### src/rtl/bram_pattern_sequencer.sv
// bram_pattern_sequencer
//   Writes a deterministic address-derived pattern into a block RAM and then
//   reads every location back, counting mismatches. One run is a full write
//   sweep immediately followed by a full read sweep of the same addresses.
//
//   Pattern: P(x) = v | (v << 20) | 0x55000 with v = x + DATA_OFFSET,
//   evaluated at 32 bits and truncated to DATA_WIDTH bits.
//
// Ports
//   clk            rising-edge clock
//   rst            synchronous active-high reset
//   start          begin a run (accepted only in IDLE or DONE)
//   busy           run in progress (WRITE, READ, DRAIN)
//   done           run finished; held until restart or reset
//   pass           done with zero mismatches
//   err_cnt        mismatch count, saturating at 0xFFFF
//   first_err_addr address of the first mismatch of the run (0 if none)
//   wce/wa/wd      registered BRAM write-port drive
//   rce/ra         registered BRAM read-port drive
//   rq             BRAM read data, one cycle after each rce-high cycle
//   dbg_state      current FSM state (IDLE=0, WRITE=1, READ=2, DRAIN=3, DONE=4)
module bram_pattern_sequencer #(
  parameter int ADDR_WIDTH  = 10,
  parameter int DATA_WIDTH  = 18,
  parameter int ADDR_START  = 0,
  parameter int ADDR_COUNT  = 512,
  parameter int DATA_OFFSET = 0
) (
  input  logic                  clk,
  input  logic                  rst,
  input  logic                  start,
  output logic                  busy,
  output logic                  done,
  output logic                  pass,
  output logic [15:0]           err_cnt,
  output logic [ADDR_WIDTH-1:0] first_err_addr,
  output logic                  wce,
  output logic [ADDR_WIDTH-1:0] wa,
  output logic [DATA_WIDTH-1:0] wd,
  output logic                  rce,
  output logic [ADDR_WIDTH-1:0] ra,
  input  logic [DATA_WIDTH-1:0] rq,
  output logic [2:0]            dbg_state
);

  // Counter is one bit wider than the address so a full-depth sweep
  // (ADDR_COUNT == 2^ADDR_WIDTH) can be counted.
  localparam int                  CNT_W = ADDR_WIDTH + 1;
  localparam logic [CNT_W-1:0]    LAST  = CNT_W'(ADDR_COUNT);
  localparam logic [ADDR_WIDTH-1:0] A0  = ADDR_WIDTH'(ADDR_START);
  localparam logic [ADDR_WIDTH-1:0] A1  = ADDR_WIDTH'(1);
  localparam logic [CNT_W-1:0]    C1    = CNT_W'(1);

  typedef enum logic [2:0] {
    S_IDLE  = 3'd0,
    S_WRITE = 3'd1,
    S_READ  = 3'd2,
    S_DRAIN = 3'd3,
    S_DONE  = 3'd4
  } state_t;

  function automatic logic [DATA_WIDTH-1:0] pattern(input logic [ADDR_WIDTH-1:0] x);
    logic [31:0] v;
    logic [35:0] p;
    v = 32'(x) + 32'(DATA_OFFSET);
    p = 36'(v | (v << 20) | 32'h0005_5000);
    return DATA_WIDTH'(p);
  endfunction

  state_t                  state_q, state_d;
  logic [ADDR_WIDTH-1:0]   addr_q, addr_d;     // next address to issue
  logic [CNT_W-1:0]        cnt_q, cnt_d;       // accesses issued in this sweep
  logic                    wce_q, wce_d;
  logic [ADDR_WIDTH-1:0]   wa_q, wa_d;
  logic [DATA_WIDTH-1:0]   wd_q, wd_d;
  logic                    rce_q, rce_d;
  logic [ADDR_WIDTH-1:0]   ra_q, ra_d;
  logic                    cmp_vld_q, cmp_vld_d;
  logic [DATA_WIDTH-1:0]   cmp_exp_q, cmp_exp_d;
  logic [ADDR_WIDTH-1:0]   cmp_addr_q, cmp_addr_d;
  logic [15:0]             err_q, err_d;
  logic [ADDR_WIDTH-1:0]   first_q, first_d;
  logic                    done_q, done_d;
  logic                    mismatch;

  // Read-data timing: rq is valid exactly in the cycle after an rce-high
  // cycle. cmp_vld/cmp_exp/cmp_addr carry that access forward one cycle so
  // they line up with its returning rq; there is no back-pressure.
  always_comb begin
    state_d    = state_q;
    addr_d     = addr_q;
    cnt_d      = cnt_q;
    wce_d      = 1'b0;
    wa_d       = wa_q;
    wd_d       = wd_q;
    rce_d      = 1'b0;
    ra_d       = ra_q;
    err_d      = err_q;
    first_d    = first_q;
    done_d     = done_q;
    cmp_vld_d  = rce_q;
    cmp_exp_d  = pattern(ra_q);
    cmp_addr_d = ra_q;

    // Case inequality so X/Z on rq counts as a mismatch in simulation.
    mismatch = cmp_vld_q && (rq !== cmp_exp_q);
    if (mismatch) begin
      if (err_q == 16'd0) first_d = cmp_addr_q;
      if (err_q != 16'hFFFF) err_d = err_q + 16'd1;
    end

    unique case (state_q)
      S_IDLE, S_DONE: begin
        if (start) begin
          state_d = S_WRITE;
          wce_d   = 1'b1;
          wa_d    = A0;
          wd_d    = pattern(A0);
          addr_d  = A0 + A1;
          cnt_d   = C1;
          err_d   = 16'd0;
          first_d = '0;
          done_d  = 1'b0;
        end
      end
      S_WRITE: begin
        if (cnt_q == LAST) begin
          // Last write is on the bus now; first read goes out next cycle.
          state_d = S_READ;
          rce_d   = 1'b1;
          ra_d    = A0;
          addr_d  = A0 + A1;
          cnt_d   = C1;
        end else begin
          wce_d  = 1'b1;
          wa_d   = addr_q;
          wd_d   = pattern(addr_q);
          addr_d = addr_q + A1;
          cnt_d  = cnt_q + C1;
        end
      end
      S_READ: begin
        if (cnt_q == LAST) begin
          state_d = S_DRAIN;
        end else begin
          rce_d  = 1'b1;
          ra_d   = addr_q;
          addr_d = addr_q + A1;
          cnt_d  = cnt_q + C1;
        end
      end
      S_DRAIN: begin
        // Final compare resolves this cycle; results settle with done.
        state_d = S_DONE;
        done_d  = 1'b1;
      end
      default: state_d = S_IDLE;
    endcase
  end

  always_ff @(posedge clk) begin
    if (rst) begin
      state_q    <= S_IDLE;
      addr_q     <= '0;
      cnt_q      <= '0;
      wce_q      <= 1'b0;
      wa_q       <= '0;
      wd_q       <= '0;
      rce_q      <= 1'b0;
      ra_q       <= '0;
      cmp_vld_q  <= 1'b0;
      cmp_exp_q  <= '0;
      cmp_addr_q <= '0;
      err_q      <= '0;
      first_q    <= '0;
      done_q     <= 1'b0;
    end else begin
      state_q    <= state_d;
      addr_q     <= addr_d;
      cnt_q      <= cnt_d;
      wce_q      <= wce_d;
      wa_q       <= wa_d;
      wd_q       <= wd_d;
      rce_q      <= rce_d;
      ra_q       <= ra_d;
      cmp_vld_q  <= cmp_vld_d;
      cmp_exp_q  <= cmp_exp_d;
      cmp_addr_q <= cmp_addr_d;
      err_q      <= err_d;
      first_q    <= first_d;
      done_q     <= done_d;
    end
  end

  assign busy           = (state_q == S_WRITE) || (state_q == S_READ) || (state_q == S_DRAIN);
  assign done           = done_q;
  assign pass           = done_q && (err_q == 16'd0);
  assign err_cnt        = err_q;
  assign first_err_addr = first_q;
  assign wce            = wce_q;
  assign wa             = wa_q;
  assign wd             = wd_q;
  assign rce            = rce_q;
  assign ra             = ra_q;
  assign dbg_state      = state_q;

endmodule

### config.mk
export PLATFORM = sky130hd
export DESIGN_NAME = bram_pattern_sequencer
export DESIGN_NICKNAME = d
export VERILOG_FILES = /design/src/rtl/bram_pattern_sequencer.sv
export SDC_FILE = /design/constraint.sdc
export NUM_CORES = 1
export LEC_CHECK = 0
export CAP_MARGIN = 40
export CORE_MARGIN = 5
export CORE_UTILIZATION = 50
export DETAILED_ROUTE_END_ITERATION = 12
export PLACE_DENSITY_LB_ADDON = 0.3
export SKIP_CTS_REPAIR_TIMING = 1
export SLEW_MARGIN = 20
export SYNTH_ARGS = -nofsm -noshare
export SYNTH_HDL_FRONTEND = slang
export SYNTH_SLANG_ARGS = --single-unit
### constraint.sdc
create_clock -name clk -period 3.2 [get_ports clk]
set_input_delay 0.64 -clock clk [delete_from_list [all_inputs] [get_ports clk]]
set_output_delay 0.64 -clock clk [all_outputs]
set_load 0.05 [all_outputs]
* Word-level counts from Yosys, hierarchy flattened *
Index checks and enable logic that the tools add are counted.

storage, ports and cells
  bits in registers = 120
  output and inout bits = 72

cells by class
  reduce and logical (&&, ||, !) cells = 16
  bitwise logic cells = 2
  equality and inequality tests = 12
  multiplexer cells = 36
  add/sub/neg operators = 3

operators with widths
  kind                                                                   number
  10-bit 2-to-1 mux                                                      10
  16-bit 2-to-1 mux                                                      4
  10-bit case mux with 2 select lines                                    2
  18-bit 2-to-1 mux                                                      2
  18-bit case mux with 2 select lines                                    1
  11-bit 2-to-1 mux                                                      3
  11-bit case mux with 3 select lines                                    1
  10-bit case mux with 3 select lines                                    1
  10-bit by 1-bit bitwise OR with 10-bit output (second input constant)  2
  18-bit case inequality test                                            1
  17-bit 2-to-1 mux                                                      1
  16-bit by 1-bit adder with 16-bit output (second input constant)       1
  16-bit logical NOT                                                     1
  16-bit inequality test (second input constant)                         1
  3-bit case mux with 4 select lines                                     1
  3-bit AND reduction                                                    4
  11-bit by 1-bit adder with 11-bit output (second input constant)       1
  11-bit by 10-bit == test with 1-bit output (second input constant)     1
  10-bit by 1-bit adder with 10-bit output (second input constant)       1
  2-bit inequality test (second input constant)                          5
  3-bit 2-to-1 mux                                                       3
  3-bit by 2-bit == test with 1-bit output (second input constant)       2
  1-bit case mux with 2 select lines                                     3
  2-bit nonzero test                                                     3
  9 further kinds                                                        14

* Longest topological paths before layout *
  word-level depth = 5
  depth in mapped cells = 8
  gate-level depth less buffers = 7

* Least setup slack after synthesis *
No wires, ideal clock.

  path kind = reg2out
  start = register err_q[0] (netlist: err_cnt[0])
  end = output pass
  arrival time = 1991 ps
  setup slack = 569 ps
  buffers on the path = 1
  stages on the path, launching flop included = 7
  cell sequence = dfxtp_1 > inv_1 > ha_1 > nor4b_1 > and4_1 > clkbuf_1 > and2_1

on the way
  longest elaborated chain between the ends = 2

ends and longest elaborated chain
  element                   line  RTL
  start: declaration        81    logic [15:0] err_q, err_d;
  start signal: assignment  189   err_q <= err_d;
  16-bit logical NOT        197   assign pass = done_q && (err_q == 16'd0);
  1-bit logical AND         197
  end: declaration          34    output logic pass,

No other way between the ends.

* Final worst setup path *
Same ends and word-level chain as after synthesis.

==> out/qor.csv <==
metric;value;unit
status;complete, no violations;
asr flop ratio synth;0;%
Die H;99.7;um
final wirelength;9400;um
Top FF cell, synth;dfxtp_1;
area fraction in compound gates after synthesis;17.1;%
CP Data Arrival Time;2.15;ns
sequential-to-total area share from yosys stat;42.8;%
Syn Inst Count;452;
logic depth of the worst register-to-register path;7;
Row Count;32;
CP endpoint kind;output port;
NumNets Final;554;
total power;2.00;mW
die footprint;9950;sq um
vias in the first global route;3273;
DPL Wire Length;6990;um
aggregate global routing overflow;0;
antenna violations before repair;0;
Root Buffer Master;clkbuf_8;
Final Hold Fails;0;
f_max;359;MHz
global-route wire length before repair;15700;um
Critical Path Start Type;register;
Sw Pwr;0.538;mW
final setup TNS;0;ns
XOR/XNOR share of the synthesized area;5.88;%
number of flops mapped to enable cells by yosys;0;
pin count of the biggest net entering global routing;23;
worst reg-to-reg setup slack;1.13;ns
Final period util;87.1;%
gr usage total;19.2;%
Syn Std Cell Area;4030;sq um
clock network fraction of design power;36.5;%
syn avg cell area;8.91;sq um
clk slew on worst S/H paths;0.09;ns
port bufs;87;
worst min-delay path class;register to register;
IO Pins;93;
area of the multi-input gates;2020;sq um
first-iteration detailed-routing DRC count;130;
RSZ-0062 raised after global routing;no;
Yosys cell types;60;
vias per cell;5.46;
cell-internal power;1.46;mW
Worst Clk Skew;0.0137;ns
Area Growth Syn to Fin;26.3;%
Place WS;0.476;ns
share of cells above drive strength 1;8.63;%
Post-Synth Adder-Cell Area;1.55;%
Max Buffers Root-to-Sink;2;
number of synthesized register bits;86;
Least-Margin Pin Slew;0.731;ns
CTS sink cnt;86;
Worst slew margin;51.3;%
drc violations;0;
final setup fails;0;
core region area;7770;sq um
vias;3469;
Seq pwr share;54.5;%
crit path max fanout;11;
htree depth;3;
commonest cells after routing, fill and taps aside;dfxtp_1, clkdlybuf4s50_1, nand2_1, nor2_1, a21oi_1;
sw frac;26.9;%
fin area;5080;sq um
max cap viols;0;
CP required;2.56;ns
fin worst setup slack;0.414;ns
register area;1720;sq um
Power Density;393;nW/um^2
Synth warnings;0;
worst skew pair latency;0.36;ns
Initial Util;51.8;%
Die W;99.7;um
Ant. Diodes;0;
largest family of logic cells by synthesized area;simple AND/OR/NAND/NOR gates;
filler instances;665;
Worst VDD drop;246;uV
Leak;1.82;nW
post-synthesis simple-gate area fraction;22.4;%
Placer Congestion;0.886;
CTS tree;yes;
CTS Buf Count;9;
mux share of post-synthesis cell area;2.74;%
final slew viol count;0;
WHS Path Cells;2;
Tmin final;2.79;ns
combinational share of power;9.0;%
WS Path Type;register to output port;
drt pass-1 iters;4;
Routed WL per cell;14.8;um
antenna viol nets, final;0;
placed instance area;4890;sq um
layer usage:
layer,vias to the layer above,GRT usage (%),share of wire (%)
li1,1745,-,-
met1,1626,24.6,45
met2,86,31.8,48
met3,12,4.28,5.5
met4,0,6.62,1.3
met5,-,0,0
cells by family after synthesis:
logic type | count (synthesis)
buf+inv | 56
mux | 11
flops | 86
xor+xnor | 27
simple gates | 167
compound gates | 99
other cells | 1
fa+ha+maj | 5
critical path, cell delays in order, from the launching register on:
cell	delay [ns]
dfxtp_1	0.37
inv_1	0.09
ha_1	0.14
nor4b_1	0.31
and4_1	0.51
and2_1	0.19
buf_4	0.19
flip-flops by register name (all words and copies together), names as in the netlist, 3 cells and up:
| name | flops |
|---|---|
| addr_q | 10 |
| cmp_exp_q | 11 |
| cnt_q | 11 |
| dbg_state | 3 |
| err_cnt | 16 |
| first_err_addr | 10 |
| ra | 10 |
| wa | 9 |
power by group through the flow:
stage                     clock, mW  combinational [mW]  sequential, mW
final                         0.730               0.180            1.09
after global routing          0.793               0.192            1.09
after CTS                     0.744               0.181            1.09
after detailed placement          0               0.181            1.12
after global placement            0               0.177            1.11
after floorplan                   0               0.112            1.13
path summary, 6_finish.rpt:
kind	start	to
setup / recovery	err_cnt[0]	pass
setup reg to reg	cnt_q[0]	cnt_q[10]
hold reg to reg	ra[8]	cmp_exp_q[8]
hold / removal	ra[8]	cmp_exp_q[8]
metrics by stage:
step | cells | utilization, % | hold WS (ns)
5_1_grt | 635 | 65.4 | 0.495
3_3_place_gp | 619 | 63.0 | 0.453
3_5_place_dp | 619 | 63.0 | 0.454
2_1_floorplan | 456 | - | 0.454
4_1_cts | 635 | 65.4 | 0.471
6_report | 635 | 65.4 | 0.467
final cells by class:
cell class / instances / area share, %
sequential: 86 / 33.9
clock buffer: 10 / 2.71
clock inverter: 6 / 1.06
inverter: 19 / 1.40
tap: 102 / 2.51
multi-input combinational: 314 / 39.7
timing repair buffer: 98 / 18.7
cells in the mapped netlist, types with 3 or more instances:
| master | instances | area, sq um |
|---|---|---|
| nor3_1 | 7 | 35.0 |
| xnor2_1 | 13 | 114 |
| or3_1 | 4 | 25.0 |
| a211oi_1 | 5 | 37.5 |
| o21ai_0 | 22 | 110 |
| or4_1 | 7 | 52.6 |
| ha_1 | 5 | 62.6 |
| a21oi_1 | 22 | 110 |
| nand4_1 | 11 | 68.8 |
| nor4_1 | 5 | 31.3 |
| nand3_1 | 16 | 80.1 |
| inv_1 | 19 | 71.3 |
| dfxtp_1 | 86 | 1720 |
| a311oi_1 | 3 | 26.3 |
| o31ai_1 | 5 | 37.5 |
| nand2b_1 | 3 | 18.8 |
| buf_2 | 8 | 40.0 |
| o21ai_1 | 9 | 45.0 |
| nand2_1 | 52 | 195 |
| clkbuf_1 | 8 | 30.0 |
| o211ai_1 | 8 | 60.1 |
| and3_1 | 7 | 43.8 |
| nor2_1 | 31 | 116 |
| mux2i_1 | 11 | 110 |
| xor2_1 | 14 | 123 |
| o2111ai_1 | 7 | 61.3 |
| and4_1 | 5 | 43.8 |
| and2_1 | 4 | 25.0 |
| buf_4 | 19 | 143 |
(Power assumes the default switching activity.)
